==> src/rtl/fetch_frontend_if.sv <==
// Handshake bundle between the fetch frontend, instruction memory and decode.
// The master side is the frontend itself; the slave side is its environment.
interface fetch_frontend_if #(
  parameter int XLEN = 32
);
  logic            fetch_en;
  logic            redirect_valid;
  logic [XLEN-1:0] redirect_pc;
  logic            req_valid;
  logic            req_ready;
  logic [XLEN-1:0] req_addr;
  logic            resp_valid;
  logic [XLEN-1:0] resp_data;
  logic            inst_valid;
  logic            inst_ready;
  logic [XLEN-1:0] inst_data;
  logic [XLEN-1:0] inst_pc;

  modport master (
    input  fetch_en, redirect_valid, redirect_pc, req_ready,
           resp_valid, resp_data, inst_ready,
    output req_valid, req_addr, inst_valid, inst_data, inst_pc
  );

  modport slave (
    output fetch_en, redirect_valid, redirect_pc, req_ready,
           resp_valid, resp_data, inst_ready,
    input  req_valid, req_addr, inst_valid, inst_data, inst_pc
  );
endinterface

==> src/rtl/fetch_frontend.sv <==
// Instruction fetch frontend: issues in-order memory requests under a credit
// limit, queues responses with their PCs, and flushes on redirect.
module fetch_frontend #(
  parameter int              XLEN     = 32,
  parameter int              DEPTH    = 4,
  parameter int              MAX_OUT  = 2,
  parameter logic [XLEN-1:0] RESET_PC = '0
) (
  input  logic             clk,
  input  logic             rst_n,
  fetch_frontend_if.master bus
);
  localparam int PW = (DEPTH > 1) ? $clog2(DEPTH) : 1;
  localparam int CW = $clog2(DEPTH + 1);
  localparam int OW = $clog2(MAX_OUT + 1);

  typedef enum logic [1:0] {IDLE, FETCH, HALT} state_t;

  state_t          state_reg, state_next;
  logic [XLEN-1:0] pc_reg, pc_next;
  logic [XLEN-1:0] resp_pc_reg, resp_pc_next;
  logic [CW-1:0]   count_reg, count_next;
  logic [PW-1:0]   wr_ptr_reg, wr_ptr_next;
  logic [PW-1:0]   rd_ptr_reg, rd_ptr_next;
  logic [OW-1:0]   out_reg, out_next;
  logic [OW-1:0]   drop_reg, drop_next;

  logic [XLEN-1:0] data_mem [DEPTH];
  logic [XLEN-1:0] pc_mem   [DEPTH];

  logic credit_ok, req_fire, resp_fire, drop, push, pop;

  // Queued entries plus in-flight requests never exceed DEPTH, so a push can never hit a full queue.
  assign credit_ok = (int'(out_reg) < MAX_OUT) &&
                     ((int'(count_reg) + int'(out_reg)) < DEPTH);

  assign bus.req_valid  = (state_reg == FETCH) && !bus.redirect_valid && credit_ok;
  assign bus.req_addr   = pc_reg;
  assign bus.inst_valid = (count_reg != '0) && !bus.redirect_valid;
  assign bus.inst_data  = data_mem[rd_ptr_reg];
  assign bus.inst_pc    = pc_mem[rd_ptr_reg];

  assign req_fire  = bus.req_valid && bus.req_ready;
  assign resp_fire = bus.resp_valid && (out_reg != '0);
  assign drop      = resp_fire && (drop_reg != '0);
  assign push      = resp_fire && (drop_reg == '0) && !bus.redirect_valid;
  assign pop       = bus.inst_valid && bus.inst_ready;

  always_comb begin
    state_next = state_reg;
    case (state_reg)
      IDLE:    if (bus.fetch_en)  state_next = FETCH;
      FETCH:   if (!bus.fetch_en) state_next = HALT;
      HALT:    if (bus.fetch_en)  state_next = FETCH;
      default: state_next = IDLE;
    endcase
  end

  always_comb begin
    pc_next      = pc_reg;
    resp_pc_next = resp_pc_reg;
    count_next   = count_reg;
    wr_ptr_next  = wr_ptr_reg;
    rd_ptr_next  = rd_ptr_reg;
    out_next     = out_reg;
    drop_next    = drop_reg;

    if (req_fire) begin
      pc_next  = pc_reg + XLEN'(4);
      out_next = out_reg + 1'b1;
    end
    if (resp_fire) out_next = out_next - 1'b1;
    if (drop)      drop_next = drop_reg - 1'b1;
    if (push) begin
      wr_ptr_next  = wr_ptr_reg + 1'b1;
      resp_pc_next = resp_pc_reg + XLEN'(4);
    end
    if (pop) rd_ptr_next = rd_ptr_reg + 1'b1;

    case ({push, pop})
      2'b10:   count_next = count_reg + 1'b1;
      2'b01:   count_next = count_reg - 1'b1;
      default: count_next = count_reg;
    endcase

    // No request can fire during a redirect, so out_next already equals outstanding minus this cycle's response.
    if (bus.redirect_valid) begin
      pc_next      = bus.redirect_pc;
      resp_pc_next = bus.redirect_pc;
      count_next   = '0;
      wr_ptr_next  = '0;
      rd_ptr_next  = '0;
      drop_next    = out_next;
    end
  end

  always_ff @(posedge clk) begin
    if (rst_n) begin
      state_reg   <= IDLE;
      pc_reg      <= RESET_PC;
      resp_pc_reg <= RESET_PC;
      count_reg   <= '0;
      wr_ptr_reg  <= '0;
      rd_ptr_reg  <= '0;
      out_reg     <= '0;
      drop_reg    <= '0;
    end else begin
      state_reg   <= state_next;
      pc_reg      <= pc_next;
      resp_pc_reg <= resp_pc_next;
      count_reg   <= count_next;
      wr_ptr_reg  <= wr_ptr_next;
      rd_ptr_reg  <= rd_ptr_next;
      out_reg     <= out_next;
      drop_reg    <= drop_next;
    end
  end

  // Storage is read asynchronously so a pushed entry is visible at the head on the very next cycle.
  for (genvar gi = 0; gi < DEPTH; gi++) begin : g_entry
    always_ff @(posedge clk) begin
      if (push && (wr_ptr_reg == PW'(gi))) begin
        data_mem[gi] <= bus.resp_data;
        pc_mem[gi]   <= resp_pc_reg;
      end
    end
  end
endmodule

==> src/flat_wrapper.sv <==
// flat-port wrapper written by rule: the top's interface ports become plain ports
module fetch_frontend_flat 
#(
  parameter int              XLEN     = 32,
  parameter int              DEPTH    = 4,
  parameter int              MAX_OUT  = 2,
  parameter logic [XLEN-1:0] RESET_PC = '0
)
  (clk, rst_n, bus_fetch_en, bus_redirect_valid, bus_redirect_pc, bus_req_ready, bus_resp_valid, bus_resp_data, bus_inst_ready, bus_req_valid, bus_req_addr, bus_inst_valid, bus_inst_data, bus_inst_pc);
  fetch_frontend_if #(.XLEN(XLEN)) bus_i ();
  input  logic clk;
  input  logic rst_n;
  input wire logic [$bits(bus_i.fetch_en)-1:0] bus_fetch_en;
  input wire logic [$bits(bus_i.redirect_valid)-1:0] bus_redirect_valid;
  input wire logic [$bits(bus_i.redirect_pc)-1:0] bus_redirect_pc;
  input wire logic [$bits(bus_i.req_ready)-1:0] bus_req_ready;
  input wire logic [$bits(bus_i.resp_valid)-1:0] bus_resp_valid;
  input wire logic [$bits(bus_i.resp_data)-1:0] bus_resp_data;
  input wire logic [$bits(bus_i.inst_ready)-1:0] bus_inst_ready;
  output wire logic [$bits(bus_i.req_valid)-1:0] bus_req_valid;
  output wire logic [$bits(bus_i.req_addr)-1:0] bus_req_addr;
  output wire logic [$bits(bus_i.inst_valid)-1:0] bus_inst_valid;
  output wire logic [$bits(bus_i.inst_data)-1:0] bus_inst_data;
  output wire logic [$bits(bus_i.inst_pc)-1:0] bus_inst_pc;
  assign bus_i.fetch_en = bus_fetch_en;
  assign bus_i.redirect_valid = bus_redirect_valid;
  assign bus_i.redirect_pc = bus_redirect_pc;
  assign bus_i.req_ready = bus_req_ready;
  assign bus_i.resp_valid = bus_resp_valid;
  assign bus_i.resp_data = bus_resp_data;
  assign bus_i.inst_ready = bus_inst_ready;
  assign bus_req_valid = bus_i.req_valid;
  assign bus_req_addr = bus_i.req_addr;
  assign bus_inst_valid = bus_i.inst_valid;
  assign bus_inst_data = bus_i.inst_data;
  assign bus_inst_pc = bus_i.inst_pc;
  fetch_frontend #(.XLEN(XLEN), .DEPTH(DEPTH), .MAX_OUT(MAX_OUT), .RESET_PC(RESET_PC)) u_core (.clk(clk), .rst_n(rst_n), .bus(bus_i));
endmodule
==> config.mk <==
export PLATFORM = sky130hd
export DESIGN_NAME = fetch_frontend_flat
export DESIGN_NICKNAME = d
export VERILOG_FILES = /design/src/rtl/fetch_frontend_if.sv /design/src/rtl/fetch_frontend.sv /design/src/flat_wrapper.sv
export SDC_FILE = /design/constraint.sdc
export NUM_CORES = 1
export LEC_CHECK = 0
export BUFFER_PORTS_ARGS = -buffer_cell sky130_fd_sc_hd__clkbuf_2
export CAP_MARGIN = 20
export CORE_UTILIZATION = 58
export CTS_CLUSTER_SIZE = 40
export DETAILED_ROUTE_END_ITERATION = 10
export PLACE_DENSITY = 0.78
export SETUP_SLACK_MARGIN = 0.3
export SLEW_MARGIN = 20
export SYNTH_ARGS = -nofsm -noshare
export SYNTH_HDL_FRONTEND = slang
export SYNTH_SLANG_ARGS = --single-unit
==> constraint.sdc <==
create_clock -name clk -period 5.5 [get_ports clk]
set_clock_uncertainty 0.1 [all_clocks]
set_input_delay 1.1 -clock clk [delete_from_list [all_inputs] [get_ports clk]]
set_output_delay 1.1 -clock clk [all_outputs]
set_load 0.01 [all_outputs]
==> results of run 1 <==
==> metal layers <==
layer,vias up,GRT usage,wire length [microns]
met5,-,0,0
met4,0,0.06271,519
met3,47,0.04847,2045
met2,341,0.3855,13320
met1,3988,0.3343,11760
li1,3738,-,-
==> synth_stat cells (2+ instances only) <==
| master | n | area (sq um) |
|---|---|---|
| a31oi_1 | 16 | 100.1 |
| ha_1 | 10 | 125.1 |
| a311oi_1 | 2 | 17.52 |
| nand4_2 | 3 | 37.54 |
| o21ai_0 | 24 | 120.1 |
| or4_1 | 3 | 22.52 |
| o21a_1 | 2 | 15.01 |
| nor4_1 | 11 | 68.82 |
| o31a_1 | 3 | 26.28 |
| a21boi_0 | 6 | 45.04 |
| and4_1 | 9 | 78.83 |
| xor2_1 | 11 | 96.34 |
| nand3_1 | 19 | 95.09 |
| nand4_1 | 16 | 100.1 |
| and3_1 | 13 | 81.33 |
| clkbuf_1 | 27 | 101.4 |
| a21oi_1 | 37 | 185.2 |
| or3_1 | 6 | 37.54 |
| xnor2_1 | 26 | 227.7 |
| nor2_1 | 43 | 161.4 |
| nor3_1 | 12 | 60.06 |
| o311a_1 | 2 | 20.02 |
| o21bai_1 | 5 | 37.54 |
| mux2i_1 | 4 | 40.04 |
| nor2b_1 | 2 | 12.51 |
| mux2_2 | 4 | 45.04 |
| edfxtp_1 | 256 | 7687 |
| buf_2 | 10 | 50.05 |
| o211ai_1 | 2 | 15.01 |
| a211oi_1 | 13 | 97.59 |
| and2_1 | 12 | 75.07 |
| buf_1 | 2 | 7.510 |
| dfxtp_1 | 79 | 1582 |
| nand2_1 | 64 | 240.2 |
| o311ai_0 | 4 | 35.03 |
| mux4_2 | 64 | 1441 |
| inv_1 | 21 | 78.83 |
==> metrics by stage <==
step / power [mW] / cell area (sq um) / cells / utilization
2_1_floorplan: 3.222 / 13480 / 862 / -
3_3_place_gp: 3.392 / 14590 / 1283 / 0.6423
3_5_place_dp: 3.406 / 14590 / 1283 / 0.6423
4_1_cts: 5.731 / 15730 / 1345 / 0.6926
5_1_grt: 5.880 / 15730 / 1345 / 0.6926
6_report: 5.682 / 15730 / 1345 / 0.6926
==> power by group through the flow <==
stage                     Sequential (mW)  Combinational [mW]  Clock (mW)
after global routing                 2.92               0.487        2.47
after global placement               2.96               0.433           0
after floorplan                      2.95               0.276           0
after detailed placement             2.96               0.441           0
final                                2.91               0.441        2.33
after CTS                            2.91               0.444        2.38
==> cell type report <==
| type | count | area (sq um) | share of cell area |
|---|---|---|---|
| flip-flops and latches | 335 | 9274 | 0.5896 |
| multi-input cells | 467 | 3984 | 0.2533 |
| clock buffers | 46 | 959.7 | 0.06101 |
| repair buffers | 175 | 893.4 | 0.05680 |
| well taps | 285 | 356.6 | 0.02267 |
| clock inverters | 16 | 182.7 | 0.01161 |
| inverters | 21 | 78.83 | 0.005012 |
==> kinds of logic after synthesis <==
group,Yosys count
buf+inv,60
compound gates,121
fa+ha+maj,11
flops,335
xor+xnor,37
simple gates,226
mux,72
==> path summary, 6_finish.rpt <==
path	to	cells past startpoint	from	slack, ns
hold / removal	u_core.bus.req_addr[1]	2	u_core.bus.req_addr[1]	0.37
setup reg to reg	u_core.pc_mem[2][29]	6	u_core.out_reg[1]	2.50
setup / recovery	bus_inst_data[24]	3	register	1.72
hold reg to reg	u_core.bus.req_addr[1]	2	u_core.bus.req_addr[1]	0.37
==> worst min-delay path: stages (launching register included) <==
cell and delay, ns:
dfxtp_1 0.32, nand2_1 0.06, a21oi_1 0.05
==> metrics.md, run 1 <==
| Metric | Value |
|---|---|
| RSZ-0062 raised after global routing | `no` |
| Combinational Power Share | `0.078` |
| DRC | `0` |
| Critical Path Fanout Max | `33` |
| Initial antenna violation count | `0` |
| Core Rows | `55` |
| Tcrit/Tclk final | `0.6871` |
| Required time of the critical path | `4.30 ns` |
| Clk_lat worst skew | `0.51 ns` |
| Final nets | `1117` |
| TritonRoute pass-1 iters | `5` |
| Psw | `~1.2 mW` |
| First-pass GRT wire length | `43.68 mm` |
| Synth Warn # | `0` |
| Mux contribution to synthesized area | `0.1132` |
| Asr flop ratio synth | `0` |
| Cell breakdown of the critical path | `buf_4, mux4_2, clkbuf_2` |
| Routed vias/inst | `roughly 6.0` |
| CP arrival | `2.58 ns` |
| Die height | `154.5 microns` |
| Slowest-stage cell, CP | `dfxtp_2` |
| Worst-path clk slew | `0.06 ns` |
| Fmax | `0.2646 GHz` |
| Slew margin rel. | `0.3181` |
| Worst-Margin Slew | `1.023 ns` |
| Flop pwr share | `0.513` |
| Pin count of the biggest net entering global routing | `65` |
| Num ports | `between 150 and 200` |
| Leakage power | `5.424 nW` |
| Sequential cell area fraction in the yosys report | `0.6876` |
| GPL Wtd Cong | `between 0.8 and 0.9` |
| Commonest non-fill, non-tap cell in the layout | `edfxtp_1` |
| # diodes | `0` |
| Post-CTS setup buffers | `0` |
| Area grow syn2layout | `16.68%` |
| Net Sw Frac | `0.2188` |
| CP top delay family | `flip-flops` |
| Max Cap Viol | `0` |
| Clock period minus final worst setup slack | `3.779 ns` |
| EDFF count, synth | `~260` |
| Count of cell types in the netlist | `56` |
| Bufs on Longest Clock Path | `3` |
| Die width | `154.5 microns` |
| Clock network fraction of total power | `0.410` |
| # setup viols final | `0` |
| Leading registers by flop count | `u_core.data_mem (128), u_core.pc_mem (128)` |
| Dpl hpwl | `roughly 18 mm` |
| Share of cells above drive strength 1 | `0.2877` |
| Synth Area in Simple Gates | `0.09059` |
| Main combinational cell family by area after synthesis | `multiplexers` |
| WS Path Type | `register to output pin` |
| Vias in the first global route | `approximately 7900` |
| Full die area | `approximately 24000 sq um` |
| Final Max Tran Viols | `0` |
| Compound-Gate Fraction of Synth Area | `0.05615` |
| CTS root buffer | `clkbuf_16` |
| Flops & latches, synth | `335` |
| Critical Path Sink Type | `output pin` |
| Buffers and inverters on the worst path | `2` |
| Hold Crit Class | `register to register` |
| Hold WS | `between 0.3 and 0.4 ns` |
| Status | `completed` |
| Post-CTS resize count | `0` |
| Commonest cells after routing, fill and taps aside | `edfxtp_1, clkbuf_2, dfxtp_1` |
| FILL cells | `1549` |
| Worst setup margin | `between 1.5 and 2 ns` |
| Clk sinks | `roughly 340` |
| CP Launch Type | `register` |
| DRT antenna net count | `0` |
| Worst-case vdd ir drop | `231.9 uV` |
| Synth Net Count | `roughly 940` |
| DRT iter0 DRCs | `653` |
| Starting Density | `0.5936` |
| PD cells | `between 300 and 400 nW/um^2` |
| Post-synthesis xor/xnor area fraction | `0.02404` |
| CTS buffer count | `35` |
| Pre-CTS setup slack | `1.832 ns` |
| Setup TNS after final layout | `0 ns` |
| Overflow after GRT | `0` |
| Post-CTS Hold Fix Bufs | `0` |
| Cells after Synth | `862` |
| Number of I/O port buffers | `168` |
| CTS tree | `yes` |
| Hold Violations, Final | `0` |
| Via count | `about 8000` |
| Internal cell power | `4.439 mW` |
| Total Routed Length | `27.64 mm` |
| Adder-cell share of the synthesized area | `0.01077` |
| Total GRT Usage | `0.2385` |
| Top FF cell, synth | `edfxtp_1` |
| Slowest cell delay on critical path | `roughly 0.94 ns` |
| Core Region | `22710 sq um` |
| CTS HTree Levels | `2` |
| Syn avg cell area | `15.64 sq um` |
| Wire per inst | `20.55 microns` |
| Synthesized cell area | `13480 sq um` |
Power figures use the tool's default switching activity.
==> run 2, diff against run 1 <==
clock period = 3.6 ns   (was 5.5 ns; I/O delays follow)
==> run 2 against run 1 <==
  * Die area stayed put
  * Via count rose by 1.3%
  * Clock-buffer cell count shrank 3
  * Critical path depth unchanged
  * Total power up 50%
  * Cell area rose by 0.59%
  * First-iteration DRC count decreased by 0.77%
  * Utilization is 0.41 points higher
==> metrics.md, run 2 (synthesis results as in run 1) <==
| Metric | Value |
|---|---|
| Total Routed Length | `29.12 mm (+5.4%)` |
| Clock network fraction of total power | `0.397 (-0.013)` |
| CP Depth | `3 (unchanged)` |
| Combinational Power Share | `0.081 (+0.003)` |
| Number of I/O port buffers | `168 (unchanged)` |
| Fmax | `0.3241 GHz` |
| # setup viols final | `0 (unchanged)` |
| Slowest cell delay on critical path | `0.63 ns (-0.31 ns)` |
| Commonest cells after routing, fill and taps aside | `edfxtp_1, clkbuf_2, dfxtp_1` |
| Wire per inst | `21.48 microns (+4.5%)` |
| First-pass GRT wire length | `44.79 mm (+2.5%)` |
| Dpl hpwl | `18.87 mm (+7.7%)` |
| Bufs on Longest Clock Path | `3 (unchanged)` |
| Leading registers by flop count | `u_core.data_mem (128), u_core.pc_mem (128)` |
| Pwr Total | `8.543 mW (+50%)` |
| Slowest-stage cell, CP | `dfxtp_4` |
| Post-CTS setup buffers | `0 (unchanged)` |
| Leakage power | `5.478 nW (+1.0%)` |
| Hold Violations, Final | `0 (unchanged)` |
| Initial antenna violation count | `0 (unchanged)` |
| Die height | `154.5 microns (unchanged)` |
| Commonest non-fill, non-tap cell in the layout | `edfxtp_1` |
| Net Sw Frac | `0.2289 (+0.01004)` |
| Worst reg2reg path depth | `12 (+6)` |
| Min-Delay Path Depth | `2 (unchanged)` |
| RSZ-0062 raised after global routing | `no` |
| CP Launch Type | `register` |
| TritonRoute pass-1 iters | `5 (unchanged)` |
| Status | `completed` |
| Die width | `154.5 microns (unchanged)` |
| Final nets | `1129 (+1.1%)` |
| WS Path Type | `register to output pin` |
| Pre-CTS setup slack | `0.6185 ns (-1.213 ns)` |
| Psw | `1.955 mW (+57%)` |
| # diodes | `0 (unchanged)` |
| CTS buffer count | `35 (unchanged)` |
| Slew margin rel. | `0.5618 (+0.2437)` |
| Required time of the critical path | `2.78 ns (-1.52 ns)` |
| Num ports | `169 (unchanged)` |
| Via count | `8219 (+1.3%)` |
| PD cells | `540.0 nW/um^2 (+49%)` |
| Core Rows | `55 (unchanged)` |
| Internal cell power | `6.588 mW (+48%)` |
| Design Area, Final | `15820 sq um (+0.59%)` |
| Flop pwr share | `0.521 (+0.008)` |
| DRT iter0 DRCs | `648 (-0.77%)` |
| Clock period minus final worst setup slack | `between 3 and 4 ns` |
| GPL Wtd Cong | `0.9088 (+2.2%)` |
| Worst-Margin Slew | `0.6559 ns (-0.3670 ns)` |
| Max Cap Viol | `0 (unchanged)` |
| Setup TNS after final layout | `0 ns (unchanged)` |
| Worst-path clk slew | `0.06 ns (about the same)` |
| CTS root buffer | `clkbuf_16` |
| Routed vias/inst | `6.061 (+0.47%)` |
| Placed Area | `14740 sq um (+1.0%)` |
| Worst-case vdd ir drop | `358.7 uV (+55%)` |
| Full die area | `23860 sq um (unchanged)` |
| Worst setup margin | `0.5141 ns (-1.207 ns)` |
| Share of cells above drive strength 1 | `0.2979 (+0.01012)` |
| CP top delay family | `flip-flops` |
| Cell breakdown of the critical path | `buf_12, mux4_2, clkbuf_2` |
| Critical Path Sink Type | `output pin` |
| Clk_lat worst skew | `0.51 ns (about the same)` |
| Total GRT Usage | `0.2466 (+0.008116)` |
| Critical Path Fanout Max | `36 (+9.1%)` |
| Post-CTS Hold Fix Bufs | `0 (unchanged)` |
| CTS tree | `yes` |
| Area grow syn2layout | `17.37%` |
| Buffers and inverters on the worst path | `2 (unchanged)` |
| Starting Density | `0.5936 (unchanged)` |
| CTS HTree Levels | `2 (unchanged)` |
| DRT antenna net count | `0 (unchanged)` |
| Overflow after GRT | `0 (unchanged)` |
| Vias in the first global route | `8127 (+2.7%)` |
| Pin count of the biggest net entering global routing | `65 (unchanged)` |
| Core Region | `22710 sq um (unchanged)` |
| Final Max Tran Viols | `0 (unchanged)` |
| Post-CTS resize count | `0 (unchanged)` |
| CP arrival | `2.27 ns (-0.31 ns)` |
| Hold Crit Class | `input port to register` |
| Clk sinks | `335 (unchanged)` |
| Tcrit/Tclk final | `0.8572` |
| DRC | `0 (unchanged)` |
==> run 2: cell types whose count changed in the layout (fill, tap and decap cells not counted), moves of 2 or more <==
cell       previous run  this run
bufinv_16             4         1
buf_4                 7        14
clkinv_1              7         9
clkbuf_1              9         4
clkbuf_8              0         3
inv_6                 0         2
buf_12                0         5
==> run 2: cell type report <==
cell class              instances  area (sq um)
clock inverters                18         126.4
fillers                      1488          6888
repair buffers                187          1046
multi-input cells             467          3983
inverters                      21         78.83
well taps                     285         356.6
clock buffers                  43         957.2
flip-flops and latches        335          9274
==> run 2: per-layer routing <==
layer / vias to the layer above / track usage / wire (microns)
met1: 4030 / 0.3417 / 12380
li1: 3754 / - / -
met3: 58 / 0.03951 / 2146
met5: - / 0 / 0
met4: 0 / 0.08864 / 796
met2: 377 / 0.4003 / 13800
==> run 2: power groups by stage <==
stage	logic [mW]	clock network, mW	registers (mW)
after floorplan	0.422	0	4.50
after global placement	0.684	0	4.52
after detailed placement	0.697	0	4.53
after CTS	0.700	3.44	4.45
after global routing	0.761	3.59	4.47
final	0.696	3.39	4.45
==> run 2: through the flow <==
stage / instances / hold slack [ns] / util
2_1_floorplan: 862 / 0.3556 / -
3_3_place_gp: 1295 / 0.3522 / 0.6490
3_5_place_dp: 1295 / 0.3662 / 0.6490
4_1_cts: 1356 / 0.2798 / 0.6967
5_1_grt: 1356 / 0.3087 / 0.6967
6_report: 1356 / 0.2876 / 0.6967
==> run 2: worst paths after layout <==
check | startpoint | endpoint | slack, ns
setup / recovery | register | bus_inst_pc[3] | 0.51
hold / removal | bus_fetch_en | u_core.state_reg[1] | 0.29
setup reg to reg | u_core.out_reg[1] | u_core.count_reg[2] | 0.73
hold reg to reg | u_core.bus.req_addr[1] | u_core.bus.req_addr[1] | 0.37
